### src/rtl/maj3_net_eval_if.sv
// Handshake and config bundle for maj3_net_eval; master = feature side, slave = evaluator.
// Carries the input vector, the result and the node/length programming port.
interface maj3_net_eval_if #(
  parameter int NIN   = 7,
  parameter int NODES = 8,
  parameter int SELW  = $clog2(NIN + NODES + 1),
  parameter int AW    = $clog2(NODES + 1)
);
  logic                  cfg_we;
  logic [AW-1:0]         cfg_addr;
  logic [3*(SELW+1)-1:0] cfg_data;
  logic                  cfg_busy;
  logic                  in_valid;
  logic                  in_ready;
  logic [NIN-1:0]        in_data;
  logic                  out_valid;
  logic                  out_ready;
  logic                  out_data;

  modport master (
    output cfg_we, cfg_addr, cfg_data, in_valid, in_data, out_ready,
    input  cfg_busy, in_ready, out_valid, out_data
  );

  modport slave (
    input  cfg_we, cfg_addr, cfg_data, in_valid, in_data, out_ready,
    output cfg_busy, in_ready, out_valid, out_data
  );
endinterface

### src/rtl/maj3_net_eval.sv
// Programmable MAJ3 network evaluator: one node per clock, result len edges after accept.
// Input accepted only in IDLE; result held in DONE until out_ready, no new input meanwhile.
module maj3_net_eval #(
  parameter int NIN   = 7,
  parameter int NODES = 8,
  parameter int SELW  = $clog2(NIN + NODES + 1),
  parameter int AW    = $clog2(NODES + 1)
) (
  input  logic            clk,
  input  logic            rst_n,
  maj3_net_eval_if.slave  bus
);
  localparam int CW = SELW + 1;

  typedef enum logic [1:0] {IDLE, EVAL, DONE} state_t;

  state_t              state_q;
  logic                in_ready_q;
  logic                out_valid_q;
  logic                out_data_q;
  logic                cfg_busy_q;
  logic [3*CW-1:0]     ncfg_q [NODES];
  logic [AW-1:0]       len_q;
  logic [AW-1:0]       ctr_q;
  logic [NIN-1:0]      x_q;
  logic [NODES-1:0]    w_q;

  logic                len_wr;
  logic [AW-1:0]       len_sat;
  logic [AW-1:0]       eff_len;
  logic [3*CW-1:0]     cur_cfg;
  logic [SELW-1:0]     op_sel;
  logic                op_val;
  logic [2:0]          opv;
  logic                node_val;

  // A length write in the accept cycle must steer the IDLE exit decision.
  always_comb begin
    len_wr  = bus.cfg_we && (state_q == IDLE) && (bus.cfg_addr == AW'(NODES));
    len_sat = (bus.cfg_data[AW-1:0] > AW'(NODES)) ? AW'(NODES) : bus.cfg_data[AW-1:0];
    eff_len = len_wr ? len_sat : len_q;
  end

  // Operand fetch for node ctr; only nodes strictly below ctr are visible.
  always_comb begin
    cur_cfg = '0;
    for (int n = 0; n < NODES; n++) begin
      if (ctr_q == AW'(n)) cur_cfg = ncfg_q[n];
    end
    opv    = '0;
    op_sel = '0;
    op_val = 1'b0;
    for (int k = 0; k < 3; k++) begin
      op_sel = cur_cfg[k*CW +: SELW];
      op_val = 1'b0;
      for (int i = 0; i < NIN; i++) begin
        if (op_sel == SELW'(i + 1)) op_val = x_q[i];
      end
      for (int j = 0; j < NODES; j++) begin
        if (op_sel == SELW'(NIN + 1 + j) && AW'(j) < ctr_q) op_val = w_q[j];
      end
      opv[k] = op_val ^ cur_cfg[k*CW + SELW];
    end
    node_val = (opv[0] & opv[1]) | (opv[0] & opv[2]) | (opv[1] & opv[2]);
  end

  always_ff @(posedge clk or negedge rst_n) begin
    if (!rst_n) begin
      state_q     <= IDLE;
      in_ready_q  <= 1'b1;
      out_valid_q <= 1'b0;
      out_data_q  <= 1'b0;
      cfg_busy_q  <= 1'b0;
      len_q       <= '0;
      ctr_q       <= '0;
      x_q         <= '0;
      w_q         <= '0;
      for (int n = 0; n < NODES; n++) ncfg_q[n] <= '0;
    end else begin
      case (state_q)
        IDLE: begin
          if (len_wr) len_q <= len_sat;
          if (bus.cfg_we) begin
            for (int n = 0; n < NODES; n++) begin
              if (bus.cfg_addr == AW'(n)) ncfg_q[n] <= bus.cfg_data;
            end
          end
          if (bus.in_valid) begin
            x_q        <= bus.in_data;
            w_q        <= '0;
            ctr_q      <= '0;
            in_ready_q <= 1'b0;
            cfg_busy_q <= 1'b1;
            if (eff_len != '0) begin
              state_q <= EVAL;
            end else begin
              state_q     <= DONE;
              out_valid_q <= 1'b1;
              out_data_q  <= 1'b0;
            end
          end
        end
        EVAL: begin
          for (int n = 0; n < NODES; n++) begin
            if (ctr_q == AW'(n)) w_q[n] <= node_val;
          end
          if (ctr_q == len_q - AW'(1)) begin
            state_q     <= DONE;
            out_valid_q <= 1'b1;
            out_data_q  <= node_val;
          end else begin
            ctr_q <= ctr_q + AW'(1);
          end
        end
        DONE: begin
          if (bus.out_ready) begin
            state_q     <= IDLE;
            out_valid_q <= 1'b0;
            out_data_q  <= 1'b0;
            in_ready_q  <= 1'b1;
            cfg_busy_q  <= 1'b0;
          end
        end
        default: state_q <= IDLE;
      endcase
    end
  end

  assign bus.in_ready  = in_ready_q;
  assign bus.out_valid = out_valid_q;
  assign bus.out_data  = out_data_q;
  assign bus.cfg_busy  = cfg_busy_q;
endmodule
### src/flat_wrapper.sv
// flat-port wrapper written by rule: the top's interface ports become plain ports
module maj3_net_eval_flat 
#(
  parameter int NIN   = 7,
  parameter int NODES = 8,
  parameter int SELW  = $clog2(NIN + NODES + 1),
  parameter int AW    = $clog2(NODES + 1)
)
  (clk, rst_n, bus_cfg_we, bus_cfg_addr, bus_cfg_data, bus_in_valid, bus_in_data, bus_out_ready, bus_cfg_busy, bus_in_ready, bus_out_valid, bus_out_data);
  maj3_net_eval_if #(.NIN(NIN), .NODES(NODES), .SELW(SELW), .AW(AW)) bus_i ();
  input  logic clk;
  input  logic rst_n;
  input wire logic [$bits(bus_i.cfg_we)-1:0] bus_cfg_we;
  input wire logic [$bits(bus_i.cfg_addr)-1:0] bus_cfg_addr;
  input wire logic [$bits(bus_i.cfg_data)-1:0] bus_cfg_data;
  input wire logic [$bits(bus_i.in_valid)-1:0] bus_in_valid;
  input wire logic [$bits(bus_i.in_data)-1:0] bus_in_data;
  input wire logic [$bits(bus_i.out_ready)-1:0] bus_out_ready;
  output wire logic [$bits(bus_i.cfg_busy)-1:0] bus_cfg_busy;
  output wire logic [$bits(bus_i.in_ready)-1:0] bus_in_ready;
  output wire logic [$bits(bus_i.out_valid)-1:0] bus_out_valid;
  output wire logic [$bits(bus_i.out_data)-1:0] bus_out_data;
  assign bus_i.cfg_we = bus_cfg_we;
  assign bus_i.cfg_addr = bus_cfg_addr;
  assign bus_i.cfg_data = bus_cfg_data;
  assign bus_i.in_valid = bus_in_valid;
  assign bus_i.in_data = bus_in_data;
  assign bus_i.out_ready = bus_out_ready;
  assign bus_cfg_busy = bus_i.cfg_busy;
  assign bus_in_ready = bus_i.in_ready;
  assign bus_out_valid = bus_i.out_valid;
  assign bus_out_data = bus_i.out_data;
  maj3_net_eval #(.NIN(NIN), .NODES(NODES), .SELW(SELW), .AW(AW)) u_core (.clk(clk), .rst_n(rst_n), .bus(bus_i));
endmodule
### config.mk
export PLATFORM = sky130hd
export DESIGN_NAME = maj3_net_eval_flat
export DESIGN_NICKNAME = d
export VERILOG_FILES = /design/src/rtl/maj3_net_eval_if.sv /design/src/rtl/maj3_net_eval.sv /design/src/flat_wrapper.sv
export SDC_FILE = /design/constraint.sdc
export NUM_CORES = 1
export LEC_CHECK = 0
export ABC_CLOCK_PERIOD_IN_PS = 4200
export BUFFER_PORTS_ARGS = -buffer_cell sky130_fd_sc_hd__buf_2
export CORE_MARGIN = 1.5
export CORE_UTILIZATION = 55
export CTS_BUF_LIST = sky130_fd_sc_hd__clkbuf_16
export CTS_CLUSTER_SIZE = 10
export DETAILED_ROUTE_END_ITERATION = 10
export PLACE_DENSITY = 0.75
export SYNTH_ARGS = -nofsm -noshare
export SYNTH_HDL_FRONTEND = slang
export SYNTH_SLANG_ARGS = --single-unit
### constraint.sdc
create_clock -name clk -period 4.2 [get_ports clk]
set_input_delay 0.84 -clock clk [delete_from_list [all_inputs] [get_ports clk]]
set_output_delay 0.84 -clock clk [all_outputs]
set_load 0.005 [all_outputs]
Word-level counts from Yosys, hierarchy flattened. Index checks and enable logic that the tools add are counted.

Bits in registers: 149. Bits of input ports: 31. Output and inout port bits: 4. Word-level logic and storage cells: 260.

Add/subtract/negate cells: 2. Magnitude comparators: 9. Equality and inequality tests: 76. Mux-type cells: 87. Bitwise gates (word level): 8. Reduce and logical (&&, ||, !) cells: 54.

Operators by type and width (count): 15-bit two-way mux (8); 4-bit == test, second input constant (25); 4-bit by 3-bit == test with 1-bit output, second input constant (20); 1-bit two-way mux (63); 3-bit AND reduction (19); 4-bit by 2-bit == test with 1-bit output, second input constant (10); 1-bit logical AND (26); 4-bit by 1-bit == test with 1-bit output, second input constant (5); 2-bit by 1-bit inequality test with 1-bit output, second input constant (9); 3-bit by 4-bit less-than comparator with 1-bit output, first input constant (4); 4-bit two-way mux (4); 8-bit case mux with 2 select lines (1); 4-bit zero test (2); 1-bit by 4-bit less-than comparator with 1-bit output, first input constant (2); 2-bit by 4-bit less-than comparator with 1-bit output, first input constant (2); 2-bit two-way mux (4); 8-bit two-way mux (1); 2-bit inequality test, second input constant (4); 4-bit case mux with 2 select lines (1); 1-bit case mux with 3 select lines (2); 2-bit case mux with 3 select lines (1); 5-bit AND reduction (1); 4-bit by 1-bit adder with 4-bit output, second input constant (1); 4-bit == test (1); other kinds (13) (20).

Depth between registers and ports, before layout.
Word-level depth: 31. Depth in mapped cells: 18. Mapped depth without buffers: 12.

Worst setup path before layout. Ideal clock, no wire load.

Path type: register -> register. Start: reg u_core.ctr_q[0]. End: reg u_core.out_data_q, in the netlist u_core.bus.out_data. Arrival: 3.840 ns. Required time: 4.104 ns. Slack: 0.265 ns. Cell stages (with the launch flop): 18. Buffers on the path: 5. Period minus slack after synthesis: 3.935 ns. Cell sequence: dfrtp_1 -> buf_2 -> buf_2 -> buf_1 -> inv_1 -> ha_1 -> buf_2 -> buf_2 -> nor3b_1 -> o31ai_1 -> nand2_1 -> nor2_2 -> mux2_2 -> o221ai_1 -> a221oi_1 -> a211oi_2 -> a31oi_2 -> o31ai_1.

Word-level cells in the longest chain between the ends: 31. Elaborated cells between the ends (all ways): 151. Classes of those cells: order compare: 8; eq/ne: 54; mux: 55; bitwise: 8; reduce/logical: 26.

Ends and longest elaborated chain: start: declaration (RTL line maj3_net_eval.sv:24) `logic [AW-1:0] ctr_q;`; start signal: assignment (RTL line maj3_net_eval.sv:112) `ctr_q <= ctr_q + AW'(1);`; 4-bit zero test (RTL line maj3_net_eval.sv:48) `if (ctr_q == AW'(n)) cur_cfg = ncfg_q[n];`; 15-bit two-way mux (8 in a row) (RTL line maj3_net_eval.sv:48); 4-bit by 1-bit == test with 1-bit output (RTL line maj3_net_eval.sv:57) `if (op_sel == SELW'(i + 1)) op_val = x_q[i];`; 1-bit two-way mux (7 in a row) (RTL line maj3_net_eval.sv:57); 1-bit two-way mux (8 in a row) (RTL line maj3_net_eval.sv:60) `if (op_sel == SELW'(NIN + 1 + j) && AW'(j) < ctr_q) op_val = w_q[j];`; 1-bit XOR (RTL line maj3_net_eval.sv:62) `opv[k] = op_val ^ cur_cfg[k*CW + SELW];`; 1-bit bitwise AND (RTL line maj3_net_eval.sv:64) `node_val = (opv[0] & opv[1]) | (opv[0] & opv[2]) | (opv[1] & opv[2]);`; 1-bit bitwise OR (2 in a row) (RTL line maj3_net_eval.sv:64); 1-bit two-way mux (RTL line maj3_net_eval.sv:107) `if (ctr_q == len_q - AW'(1)) begin`; 1-bit case mux with 3 select lines (RTL line maj3_net_eval.sv:80) `case (state_q)`; end signal: assignment (RTL line maj3_net_eval.sv:110) `out_data_q <= node_val;`; end: declaration (RTL line maj3_net_eval.sv:20) `logic out_data_q;`.

Several ways; a longest one is shown, not always the timed one. The select of a mux whose other input is x is not followed. A chain may end at the register's enable or synchronous reset.

Worst setup path in the final report.
Start: reg u_core.ctr_q[1]. End: reg u_core.w_q[0].

Word-level cells in the longest chain between the ends: 31. Elaborated cells between the ends (all ways): 150. Classes of those cells: order compare: 8; eq/ne: 53; mux: 55; bitwise: 8; reduce/logical: 26.

Ends and longest elaborated chain: 4-bit zero test (RTL line maj3_net_eval.sv:48, maj3_net_eval.sv:105); 15-bit two-way mux (8 in a row) (RTL line maj3_net_eval.sv:48); 4-bit by 1-bit == test with 1-bit output (RTL line maj3_net_eval.sv:57); 1-bit two-way mux (7 in a row) (RTL line maj3_net_eval.sv:57); 1-bit two-way mux (8 in a row) (RTL line maj3_net_eval.sv:60); 1-bit XOR (RTL line maj3_net_eval.sv:62); 1-bit bitwise AND (RTL line maj3_net_eval.sv:64); 1-bit bitwise OR (2 in a row) (RTL line maj3_net_eval.sv:64); 1-bit two-way mux (RTL line maj3_net_eval.sv:105) `if (ctr_q == AW'(n)) w_q[n] <= node_val;`; 8-bit case mux with 2 select lines (RTL line maj3_net_eval.sv:80); end signal: indexed assignment (RTL line maj3_net_eval.sv:105); end: declaration (RTL line maj3_net_eval.sv:26) `logic [NODES-1:0] w_q;`.

Several ways; a longest one is shown, not always the timed one. The select of a mux whose other input is x is not followed.

==> run summary <==
The flow ran to the end, and the final reports show no timing, DRC or antenna violations. In the layout the commonest cells are sky130_fd_sc_hd__dfrtp_1, sky130_fd_sc_hd__mux2_2, sky130_fd_sc_hd__nand2_1, sky130_fd_sc_hd__a21oi_1, sky130_fd_sc_hd__nor2_1. Global routing finished with a remaining overflow of 0. The basic-gate share of the synthesized area counting and, or, nand and nor cells came out at 0.147.

In this run the remaining antenna-violating nets after routing total 0. The required arrival time at the worst endpoint is 4.53 ns, and the post-CTS clock slew at the launch and capture registers of the worst setup and hold paths is 0.06 ns. The via count of the first global-routing pass was 7105. Dividing total power by cell area gives a power density of 795 nW/µm². The worst max-slew margin expressed relative to the limit is 0.371, and the flip-flop and latch count after synthesis is 148.

The tools report the length of routed met3 wiring as 2370 µm. The floorplan has 44 rows. The netlist uses 87 different library cells.

The max-capacitance violation count is 0. For the arrival time at the worst endpoint, the log shows 4.46 ns. Wire length on met2: 12400 µm. Utilization of the core after routing: 0.641.

Counting I/O delays and the setup requirement, the final critical path takes 4.13 ns. The clock tree root driver cell was sky130_fd_sc_hd__clkbuf_16. The logs give 0.564 for the initial core utilization and 782 for the synthesized netlist cell count. Max-slew violation count: 0.

The proportion of netlist area held by the largest area contributor came out at 0.449. The fraction of the mapped netlist area in adder cells was 0.00611. The H-tree was split into 4 levels. The final-report hold violation count was 0.

The routed length on met1 is 10500 µm, and the maximum fanout along the worst path is 16. In the final layout, the multi-input gates occupy 4230 µm². The run gives 0.44 ns as the worst-skew pair later-pin latency.

The synthesized cell area came out at 8200 µm². TritonCTS built the clock tree. The worst-case IR drop observed on VDD is 0.000480 V. The die boundary height came out at 125 µm. Once layout is complete, the cells apart from fillers number 1017.

Buffers placed on the I/O ports in this run total 34. Sequential area share after synthesis: 0.452. 0 antenna diodes ended up in the layout. At the end of routability-driven placement, the weighted congestion stood at 0.968. Counting every net in the synthesized netlist gives 817. The number of antenna violations at the first check in global routing was 0; the aggregate negative setup slack was 0 ns.

Wires add up to 26100 µm. The path class of the tightest hold or removal check is primary input to asynchronous set/reset pin. The number of detailed-route iterations in the first pass came out at 6.

The largest net degree at the start of global routing was 88. Category of the most critical setup path: flop to flop. The tools report the number of buffers inserted during clock tree synthesis as 17. The sequential cells in the finished layout cover a total of 3700 µm².

sky130_fd_sc_hd__dfrtp_1 takes more of the synthesized area than any other cell. The count of synthesis-stage warnings from yosys was 0; the signed area change from the synthesized netlist to the final layout was 13.7%. For the number of buffers inserted to repair setup after CTS, the log shows 0.

The worst setup path is launched from a flop. The slew at the pin closest to its max-slew limit works out to 0.942 ns. The via count of the routed design is 7034. The average wire length per cell after detail routing was 25.7 µm; the core area was 14500 µm². Complex-gate fraction of the synthesized area: 0.174. In this run the deepest clock path goes through 2 buffers.

Static timing analysis puts the maximum clock frequency at 0.242 GHz. The area share of xor/xnor cells in the synthesized design was 0.00855. The most common cell after layout, fill and taps aside is sky130_fd_sc_hd__dfrtp_1.

For the final database, setup skew stands at 0.00858 ns. The post-placement cell count was 986. The number of synthesized flops with an enable pin is 0, and the proportion of synthesized area in mux cells is 0.175. By area the synthesized netlist is led by sky130_fd_sc_hd__dfrtp_1, sky130_fd_sc_hd__mux2_2, sky130_fd_sc_hd__a21oi_1, sky130_fd_sc_hd__nand2_1, sky130_fd_sc_hd__o21ai_0.

The portion of the clock cycle consumed by the worst path in the final layout came out at 0.983. The fraction of registers with async set or reset after synthesis is 1.00. The die is 125 µm wide.

After synthesis, the largest family of logic cells by area is multiplexers. The layout cell share with drive strength beyond 1 was 0.301. Each instance of the synthesized netlist takes up on average 10.5 µm². Once the clock tree was built, the resizer swapped 0 gates to a different size.

After the first detailed-routing iteration, the DRC count stood at 842. The primary flip-flop cell chosen by synthesis mapping is sky130_fd_sc_hd__dfrtp_1. The run gives 0.342 as the total global-route track usage. Clock tree synthesis found a total of 148 sinks. The first global-routing pass estimated 40900 µm of wire. The post-detailed-route via-to-cell ratio is 6.92, and the detailed-placement wirelength estimate is 17800 µm. The overall die area was 15600 µm².

Setup violations remaining at the end of the flow were counted as 0. The number of hold buffers added after CTS was 0. In the routed design, unresolved DRC markers number 0.

After the last flow step, the layout net total stands at 856. Summed over all cells, the static leakage comes to 4.04 nW. For this design the top-level I/O count stands at 35.

Uppermost signal routing layer after detailed routing: met4. Fill cells in the final layout number 1170. The tools report the critical path endpoint category as a flop.
==> path summary, 6_finish.rpt <==
kind / startpoint / endpoint / slack (ns) / cells after the start
max in group asynchronous: rst_n / u_core.ncfg_q[59]$_DFFE_PN0P_ / 2.89 / 2
hold reg to reg: u_core.bus.in_ready$_DFFE_PN1P_ / u_core.bus.in_ready$_DFFE_PN1P_ / 0.50 / 2
setup / recovery: u_core.ctr_q[1]$_DFFE_PN0P_ / u_core.w_q[0]$_DFFE_PN0P_ / 0.07 / 13
min in group clk: u_core.bus.in_ready$_DFFE_PN1P_ / u_core.bus.in_ready$_DFFE_PN1P_ / 0.50 / 2
hold / removal: rst_n / u_core.state_q[1]$_DFFE_PN0P_ / 0.48 / 1
setup reg to reg: u_core.ctr_q[1]$_DFFE_PN0P_ / u_core.w_q[0]$_DFFE_PN0P_ / 0.07 / 13
==> state kept, by name, indices dropped and copies added (netlist names) <==
| name | cells |
|---|---|
| u_core.bus.cfg_busy | 1 |
| u_core.bus.in_ready | 1 |
| u_core.bus.out_data | 1 |
| u_core.bus.out_valid | 1 |
| u_core.ctr_q | 4 |
| u_core.len_q | 4 |
| u_core.ncfg_q | 120 |
| u_core.state_q | 2 |
| u_core.w_q | 7 |
| u_core.x_q | 7 |
==> per-layer routing <==
layer	GRT usage	up-vias
met5	0	-
met4	0.148	0
met3	0.0783	95
met2	0.543	410
met1	0.452	3522
li1	-	3007
==> kinds of logic after synthesis <==
family,Yosys count
and+or+nand+nor,218
buffers and inverters,74
muxes,128
DFF,148
xor gates and xnor gates,8
adders and majority gates,4
AOI/OAI and AO/OA,202
==> area by class of cell <==
class / count / area share
Clock buffer: 17 / 0.0457
Inverter: 24 / 0.00967
Timing Repair Buffer: 70 / 0.0493
Sequential cell: 148 / 0.398
Clock inverter: 14 / 0.0191
Tap cell: 184 / 0.0247
Multi-Input combinational cell: 560 / 0.454
==> worst max-delay path, stage by stage, from the launching register on <==
cell and delay [ns]:
sky130_fd_sc_hd__dfrtp_1 0.47, sky130_fd_sc_hd__inv_1 0.17, sky130_fd_sc_hd__ha_1 0.31, sky130_fd_sc_hd__buf_4 0.28
sky130_fd_sc_hd__inv_1 0.15, sky130_fd_sc_hd__o221a_1 0.28, sky130_fd_sc_hd__o32a_1 0.35, sky130_fd_sc_hd__or2_2 0.37
sky130_fd_sc_hd__a211oi_1 0.38, sky130_fd_sc_hd__nor4_2 0.12, sky130_fd_sc_hd__a32o_1 0.25, sky130_fd_sc_hd__a211oi_2 0.32
sky130_fd_sc_hd__a31oi_2 0.25, sky130_fd_sc_hd__o31ai_1 0.32
==> power breakdown <==
| group | internal, mW | switching (mW) |
|---|---|---|
| Sequential | 2.06 | 0.499 |
| Clock | 0.939 | 0.653 |
| Combinational | 1.37 | 1.89 |
| Total | 4.36 | 3.04 |
==> metrics by stage <==
step / cell area [µm²] / hold slack, ns / power (mW) / setup WS, ns
finish: 9320 / 0.482 / 7.40 / 0.0704
global route: 9320 / 0.517 / 7.76 / -0.00350
CTS: 9290 / 0.497 / 7.24 / 0.0753
detailed placement: 8680 / 0.487 / 5.63 / 0.0881
global placement: 8680 / 0.476 / 5.52 / 0.271
floorplan: 8200 / 0.461 / 4.61 / 0.265
==> synthesized netlist by cell type, types with 6 or more instances <==
library cell / n
sky130_fd_sc_hd__o22ai_1: 6
sky130_fd_sc_hd__nor2b_1: 11
sky130_fd_sc_hd__o21ai_0: 36
sky130_fd_sc_hd__o211ai_1: 17
sky130_fd_sc_hd__and3_1: 6
sky130_fd_sc_hd__nor3_1: 7
sky130_fd_sc_hd__clkbuf_1: 30
sky130_fd_sc_hd__xnor2_1: 7
sky130_fd_sc_hd__a21oi_1: 40
sky130_fd_sc_hd__nand3b_1: 10
sky130_fd_sc_hd__inv_1: 21
sky130_fd_sc_hd__dfrtp_1: 147
sky130_fd_sc_hd__nor3b_1: 10
sky130_fd_sc_hd__o31ai_1: 13
sky130_fd_sc_hd__nand2b_1: 9
sky130_fd_sc_hd__buf_2: 14
sky130_fd_sc_hd__nand3_1: 35
sky130_fd_sc_hd__nor2_1: 40
sky130_fd_sc_hd__a211oi_1: 7
sky130_fd_sc_hd__mux2_2: 124
sky130_fd_sc_hd__nand2_1: 49
Note: power is estimated with default switching activity, not from simulation.
